--- src/rtl/wallace_pkg.sv ---
// rtl/wallace_pkg.sv - shared widths and helpers for the Wallace multiplier datapath
// Purpose: default operand/product widths and the CPA segment size used by the
//          final carry-propagate stage, plus the derived pipeline-depth helper.
// Ports:   none (package).
package wallace_pkg;

  localparam int MULT_N  = 8;
  localparam int PROD_W  = 2 * MULT_N;
  localparam int CPA_SEG = 4;

  // Pipeline depth of the segmented CPA; guards against SEG = 0 so the
  // elaboration check in the top can report the real problem.
  function automatic int cpa_stages(input int w, input int seg);
    return (seg > 0) ? (w / seg) : 1;
  endfunction

endpackage

--- src/rtl/wallace_final_cpa_pipe_cpa_segment.sv ---
// rtl/wallace_final_cpa_pipe_cpa_segment.sv - SEG-bit ripple adder slice built from full-adder cells
// Purpose: combinational building blocks for one CPA pipeline stage.
// Ports (wallace_fa):   a, b, ci -> s, co  single-bit full adder.
// Ports (cpa_segment):  a[SEG], b[SEG], cin -> s[SEG], co  ripple adder.

module wallace_fa (
  input  logic a,
  input  logic b,
  input  logic ci,
  output logic s,
  output logic co
);
  assign s  = a ^ b ^ ci;
  assign co = (a & b) | (ci & (a ^ b));
endmodule

module cpa_segment
  import wallace_pkg::*;
#(
  parameter int SEG = CPA_SEG
) (
  input  logic [SEG-1:0] a,
  input  logic [SEG-1:0] b,
  input  logic           cin,
  output logic [SEG-1:0] s,
  output logic           co
);

  logic [SEG:0] c;

  assign c[0] = cin;

  for (genvar i = 0; i < SEG; i++) begin : g_bit
    wallace_fa u_fa (
      .a  (a[i]),
      .b  (b[i]),
      .ci (c[i]),
      .s  (s[i]),
      .co (c[i+1])
    );
  end

  assign co = c[SEG];

endmodule

--- src/rtl/wallace_final_cpa_pipe.sv ---
// rtl/wallace_final_cpa_pipe.sv - pipelined segmented carry-propagate adder for the Wallace tree
// Purpose: adds the sum and carry rows left by the compressor tree, SEG bits
//          per pipeline stage, with valid/ready flow control.
// Ports:
//   clk, rst_n            clock, asynchronous active-low reset
//   in_valid / in_ready   input handshake for sum_vec/carry_vec
//   sum_vec, carry_vec    W-bit redundant operands (already weight-aligned)
//   out_valid / out_ready output handshake for result/cout
//   result, cout          (sum_vec + carry_vec) mod 2^W and the 2^W carry
module wallace_final_cpa_pipe
  import wallace_pkg::*;
#(
  parameter int W   = PROD_W,
  parameter int SEG = CPA_SEG
) (
  input  logic         clk,
  input  logic         rst_n,
  input  logic         in_valid,
  output logic         in_ready,
  input  logic [W-1:0] sum_vec,
  input  logic [W-1:0] carry_vec,
  output logic         out_valid,
  input  logic         out_ready,
  output logic [W-1:0] result,
  output logic         cout
);

  localparam int STAGES = cpa_stages(W, SEG);
  // Operand skew registers are only needed between stages.
  localparam int OPS    = (STAGES > 1) ? STAGES - 1 : 1;

  if ((SEG < 1) || ((W % ((SEG < 1) ? 1 : SEG)) != 0)) begin : g_bad_cfg
    $error("wallace_final_cpa_pipe: W must be a positive multiple of SEG");
  end

  logic              adv;
  logic [STAGES-1:0] valid_q;
  logic [STAGES-1:0] c_q;
  logic [W-1:0]      res_q  [STAGES];
  logic [W-1:0]      opa_q  [OPS];
  logic [W-1:0]      opb_q  [OPS];

  logic [W-1:0]      opa_in [STAGES];
  logic [W-1:0]      opb_in [STAGES];
  logic [W-1:0]      res_in [STAGES];
  logic [W-1:0]      res_d  [STAGES];
  logic [STAGES-1:0] cin;
  logic [STAGES-1:0] vin;
  logic [STAGES-1:0] seg_co;
  logic [STAGES-1:0][SEG-1:0] seg_s;

  // One global advance: the whole pipe moves or the whole pipe holds.
  assign adv       = ~valid_q[STAGES-1] | out_ready;
  assign in_ready  = adv;
  assign out_valid = valid_q[STAGES-1];
  assign result    = res_q[STAGES-1];
  assign cout      = c_q[STAGES-1];

  // Operands are kept right-shifted so each stage always adds bits [SEG-1:0];
  // finished slices enter the result at the top and shift down, landing in
  // their true position after the last stage.
  always_comb begin
    opa_in[0] = sum_vec;
    opb_in[0] = carry_vec;
    res_in[0] = '0;
    cin[0]    = 1'b0;
    vin[0]    = in_valid;
    for (int k = 1; k < STAGES; k++) begin
      opa_in[k] = opa_q[k-1];
      opb_in[k] = opb_q[k-1];
      res_in[k] = res_q[k-1];
      cin[k]    = c_q[k-1];
      vin[k]    = valid_q[k-1];
    end
    for (int k = 0; k < STAGES; k++) begin
      res_d[k] = (res_in[k] >> SEG) | (W'(seg_s[k]) << (W - SEG));
    end
  end

  for (genvar k = 0; k < STAGES; k++) begin : g_stage
    cpa_segment #(.SEG(SEG)) u_seg (
      .a   (opa_in[k][SEG-1:0]),
      .b   (opb_in[k][SEG-1:0]),
      .cin (cin[k]),
      .s   (seg_s[k]),
      .co  (seg_co[k])
    );
  end

  always_ff @(posedge clk or negedge rst_n) begin
    if (!rst_n) begin
      valid_q <= '0;
      c_q     <= '0;
      for (int k = 0; k < STAGES; k++) begin
        res_q[k] <= '0;
      end
      for (int k = 0; k < OPS; k++) begin
        opa_q[k] <= '0;
        opb_q[k] <= '0;
      end
    end else if (adv) begin
      valid_q <= vin;
      // The output stage keeps its last result when a bubble arrives.
      for (int k = 0; k < STAGES; k++) begin
        if ((k != STAGES - 1) || vin[k]) begin
          res_q[k] <= res_d[k];
          c_q[k]   <= seg_co[k];
        end
      end
      for (int k = 0; k < STAGES - 1; k++) begin
        opa_q[k] <= opa_in[k] >> SEG;
        opb_q[k] <= opb_in[k] >> SEG;
      end
    end
  end

endmodule
--- config.mk ---
export PLATFORM = sky130hd
export DESIGN_NAME = wallace_final_cpa_pipe
export DESIGN_NICKNAME = d
export VERILOG_FILES = /design/src/rtl/wallace_pkg.sv /design/src/rtl/wallace_final_cpa_pipe_cpa_segment.sv /design/src/rtl/wallace_final_cpa_pipe.sv
export SDC_FILE = /design/constraint.sdc
export NUM_CORES = 1
export LEC_CHECK = 0
export BUFFER_PORTS_ARGS = -buffer_cell sky130_fd_sc_hd__buf_2
export CAP_MARGIN = 15
export CORE_MARGIN = 1.5
export CORE_UTILIZATION = 40
export DETAILED_ROUTE_END_ITERATION = 16
export MAX_ROUTING_LAYER = met4
export SYNTH_ARGS = -nofsm -noshare
export SYNTH_HDL_FRONTEND = slang
export SYNTH_HIERARCHICAL = 1
export SYNTH_SLANG_ARGS = --single-unit
export TNS_END_PERCENT = 100
--- constraint.sdc ---
create_clock -name clk -period 2.3 [get_ports clk]
set_input_delay 0.23 -clock clk [delete_from_list [all_inputs] [get_ports clk]]
set_output_delay 0.23 -clock clk [all_outputs]
set_load 0.05 [all_outputs]
---- After elaboration in Yosys (flattened, before gate mapping) ----
Cells that the tools add are included.
operators by class
  reduce and logical (&&, ||, !) cells .... 1
  bitwise operators ....................... 82
operators by type and width
  kind               number
  $or A12 B16 Y16    3
  $and A1 B1 Y1      31
  $xor A1 B1 Y1      31
  $or A1 B1 Y1       16
  $reduce_and A2 Y1  1
  $not A1 Y1         1
word-level totals
  bits of input ports ..................... 36
  output and inout bits ................... 19
  bits in registers ....................... 108

---- Depth between registers and ports, before layout ----
  depth in word-level cells ............... 9
  mapped depth ............................ 5
  gate-level depth less buffers ........... 5

---- By module ----
The synthesis kept the hierarchy.
modules (own cells, without submodules)
  module                  sequential area each (µm²)  area each (µm²)  cells an instance  times used
  wallace_final_cpa_pipe  2402.3                      3672.3           205                1
  wallace_fa              0.0                         20.0             1                  16

---- Worst setup path before layout ----
No wires, ideal clock.
  kind .................................... register -> register
  start point ............................. register opa_q, in the netlist opa_in[16]
  end point ............................... register res_q, in the netlist res_in[15]
  setup slack ............................. -0.059 ns
  clock period less this slack ............ 2.359 ns
  stages on the path, launching flop included .. 6
  arrival ................................. 2.234 ns
  data required time ...................... 2.175 ns
  buffers on the path ..................... 0
  cell sequence ........................... dfrtp_1 > fa_1 > fa_1 > fa_1 > fa_1 > mux2_2
RTL lines
  what                             RTL line                       source
  start, declared                  wallace_final_cpa_pipe.sv:40   logic [W-1:0] opa_q [OPS];
  start signal, assigned by index  wallace_final_cpa_pipe.sv:111  opa_q[k] <= opa_in[k] >> SEG;
  end signal, assigned by index    wallace_final_cpa_pipe.sv:106  res_q[k] <= res_d[k];
  end, declared                    wallace_final_cpa_pipe.sv:39   logic [W-1:0] res_q [STAGES];

==> results.sh <==
export IMPL_status="finished, final reports clean"
export IMPL_cts_buffers=9
export IMPL_drcViolationCount=0
export IMPL_clock_power_share_pct=14.8
export IMPL_cp_arrival_ns=2.54
export IMPL_seq_power_share_pct=44.8
export IMPL_filler_cell_count=868
export IMPL_fin_crit_sh_pct=99.9
export IMPL_drtIter0Drc=22
export IMPL_fp_coreArea_mm2=0.00973
export IMPL_relSlewSlack_pct=65.9
export IMPL_ios=55
export IMPL_yosysUniqueCellTypes=11
export IMPL_antenna_found_initial=0
export IMPL_setup_worst_path_end_class="register"
export IMPL_p_sw_share_pct=35.2
export IMPL_num_rows=36
export IMPL_drv_cap=0
export IMPL_switching_power_mw=2.27
export IMPL_p_leak_nw=2.01
export IMPL_routed_wl_mm=5.84
export IMPL_die_h_um=103
export IMPL_cts_tree="done"
export IMPL_fin_total_pwr_mw=6.44
export IMPL_layout_drive_gt1_share_pct=62.9
export IMPL_track_usage_pct=12.6
export IMPL_internal_power_mw=4.17
export IMPL_nNetsFinal=333
export IMPL_dieArea_mm2=0.0106
export IMPL_power_density_mw_per_mm2=1410
export IMPL_clockBufferDepth=2
export IMPL_gp_congestion=0.656
export IMPL_slew_viol_final=0
export IMPL_die_x_um=103
export IMPL_max_freq_mhz=435
export IMPL_grt_pass1_vias=1944
export IMPL_crit_family="adder cells"
export IMPL_slowest_stage="dfrtp_1"
export IMPL_crit_required_ns=2.54
export IMPL_rsz0062_at_grt="yes"
export IMPL_postRouteAntennaNets=0
export IMPL_syn_nets=273
export IMPL_avgSynthCellArea_um2=18.1
export IMPL_startpoint_type="register"
export IMPL_synth_seq_cells=96
export IMPL_synth_cells=221
export IMPL_start_util_pct=41.0
export IMPL_crit_path_max_incr_delay_ns=0.41
export IMPL_crit_fanout=2
export IMPL_pwr_share_comb_pct=40.4
export IMPL_utilization_pct=47.0
export IMPL_critPathKind="reg -> reg"
export IMPL_grt_max_degree=72
export IMPL_n_antenna_cell=0
export IMPL_worst_path_buf_inv=0
export IMPL_clock_skew_ns=0.00361
export IMPL_final_hold_viol_count=0
export IMPL_cts_sinks=96
export IMPL_cts_max_level=3
export IMPL_path_clk_slew_ns=0.08
export IMPL_grt_overflow=0
export IMPL_vias=1935
export IMPL_wl_per_cell_um=14.0
export IMPL_peakVddDrop_v=0.000542
export IMPL_numPortBuffers=54
export IMPL_period_minus_slack_ns=2.30
export IMPL_min_delay_path_class="in -> reg"
export IMPL_grt_pass1_wl_mm=9.72
export IMPL_ys_seq_area_share_pct=60.2
export IMPL_clk_latency_ns=0.34
export IMPL_hpwl_mm=3.88
export IMPL_setup_viol=0
export IMPL_syn_area_mm2=0.00399
export IMPL_area_delta_synth_final_pct=14.4
export IMPL_ys_warn_count=6
export IMPL_final_setup_tns_ns=0
export IMPL_critPathMostFrequentCell="fa_2"
export IMPL_clk_root_buffer_cell="clkbuf_8"
export IMPL_via_per_inst=4.65
export IMPL_critical_path_cell_chain="fa_2 -> fa_2 -> fa_2 -> fa_2 -> mux2_2"
export IMPL_worst_pin_slew_ns=0.511
export IMPL_holdWs_ns=0.109
export IMPL_dr_pass1_iters=3
==> synthesized netlist by cell type <==
cell type	number	area, um^2
buf_12	2	40.0
buf_4	3	22.5
mux2_2	85	957
buf_6	5	56.3
nand2b_4	1	13.8
conb_1	1	3.75
dfrtp_1	96	2400
mux2_4	10	150
nand2_8	1	20.0
nand2b_1	1	6.26
fa_1	16	320
==> routing by layer <==
metal  global-route usage (%)  part of all wire [%]  vias to the layer above
met1                     16.7                    49                     1006
met4                     4.05                   1.6                        0
met3                     3.93                   4.2                        6
met2                     18.4                    45                       41
met5                        -                     0                        -
li1                         -                     -                      882
==> state kept, by name, indices dropped and copies added, names as in the netlist <==
name / flops
opa_in: 24
opb_in: 24
res_in: 24
result: 16
c_q: 4
valid_q: 4
==> final timing paths <==
| path | end | slack, ns | startpoint | cells after the start |
|---|---|---|---|---|
| max in group asynchronous | opb_in[36]$_DFFE_PN0P_ | 1.29 | rst_n | 3 |
| hold reg to reg | result[0]$_DFFE_PN0P_ | 0.51 | result[0]$_DFFE_PN0P_ | 1 |
| min in group asynchronous | res_in[44]$_DFFE_PN0P_ | 0.33 | rst_n | 2 |
| setup reg to reg | result[15]$_DFFE_PN0P_ | 0.002 | opa_in[0]$_DFFE_PN0P_ | 5 |
| setup / recovery | result[15]$_DFFE_PN0P_ | 0.002 | opa_in[0]$_DFFE_PN0P_ | 5 |
| hold / removal | opb_in[32]$_DFFE_PN0P_ | 0.11 | carry_vec[4] | 2 |
==> kinds of logic after synthesis <==
group	after synthesis	share of synthesized area, %
flip-flops	96	60.2
multiplexers	95	27.7
adder cells (fa/ha/maj)	16	8.02
buffers and inverters	10	2.98
AND/OR/NAND/NOR	3	1.00
other	1	0.0939
==> cell usage in the layout (no fill, tap or decap), types with 2 or more instances in the layout <==
cell and instances:
mux2_2 84, buf_12 2, buf_4 3, mux2_4 11, dfrtp_1 96, fa_1 5
clkbuf_8 11, fa_2 11, buf_2 53
==> what timing repair did <==
action | 4_1_cts | 5_1_grt
endpoints found under the hold margin | 25 | 0
pin swaps | 0 | 0
hold buffers | 1 | 0
resized for setup | 4 | 2
buffers inserted | 1 | 0
endpoints found under the setup margin | 5 | 5
==> power groups by stage <==
stage / clock network (mW) / logic [mW] / registers (mW)
4_1_cts: 0.990 / 2.64 / 2.90
5_1_grt: 1.06 / 2.87 / 3.00
2_1_floorplan: 0 / 1.62 / 3.37
6_report: 0.954 / 2.60 / 2.88
3_5_place_dp: 0 / 2.60 / 2.94
3_3_place_gp: 0 / 2.53 / 2.91
==> through the flow <==
stage	area [um^2]	instances	setup WS, ns
finish	4570	416	0.00204
global route	4570	416	-0.0697
CTS	4560	416	-0.0269
detailed placement	4380	401	-0.0828
global placement	4380	401	-0.0556
floorplan	4010	221	0.0180
==> layout make-up <==
| class | instances | area [um^2] | area share [%] |
|---|---|---|---|
| Multi-Input combinational cell | 115 | 1500 | 32.9 |
| Sequential cell | 96 | 2400 | 52.6 |
| Tap cell | 133 | 166 | 3.64 |
| Timing Repair Buffer | 59 | 338 | 7.39 |
| Clock buffer | 12 | 155 | 3.40 |
| Clock inverter | 1 | 5.00 | 0.110 |
Note: power is estimated with default switching activity, not from simulation.
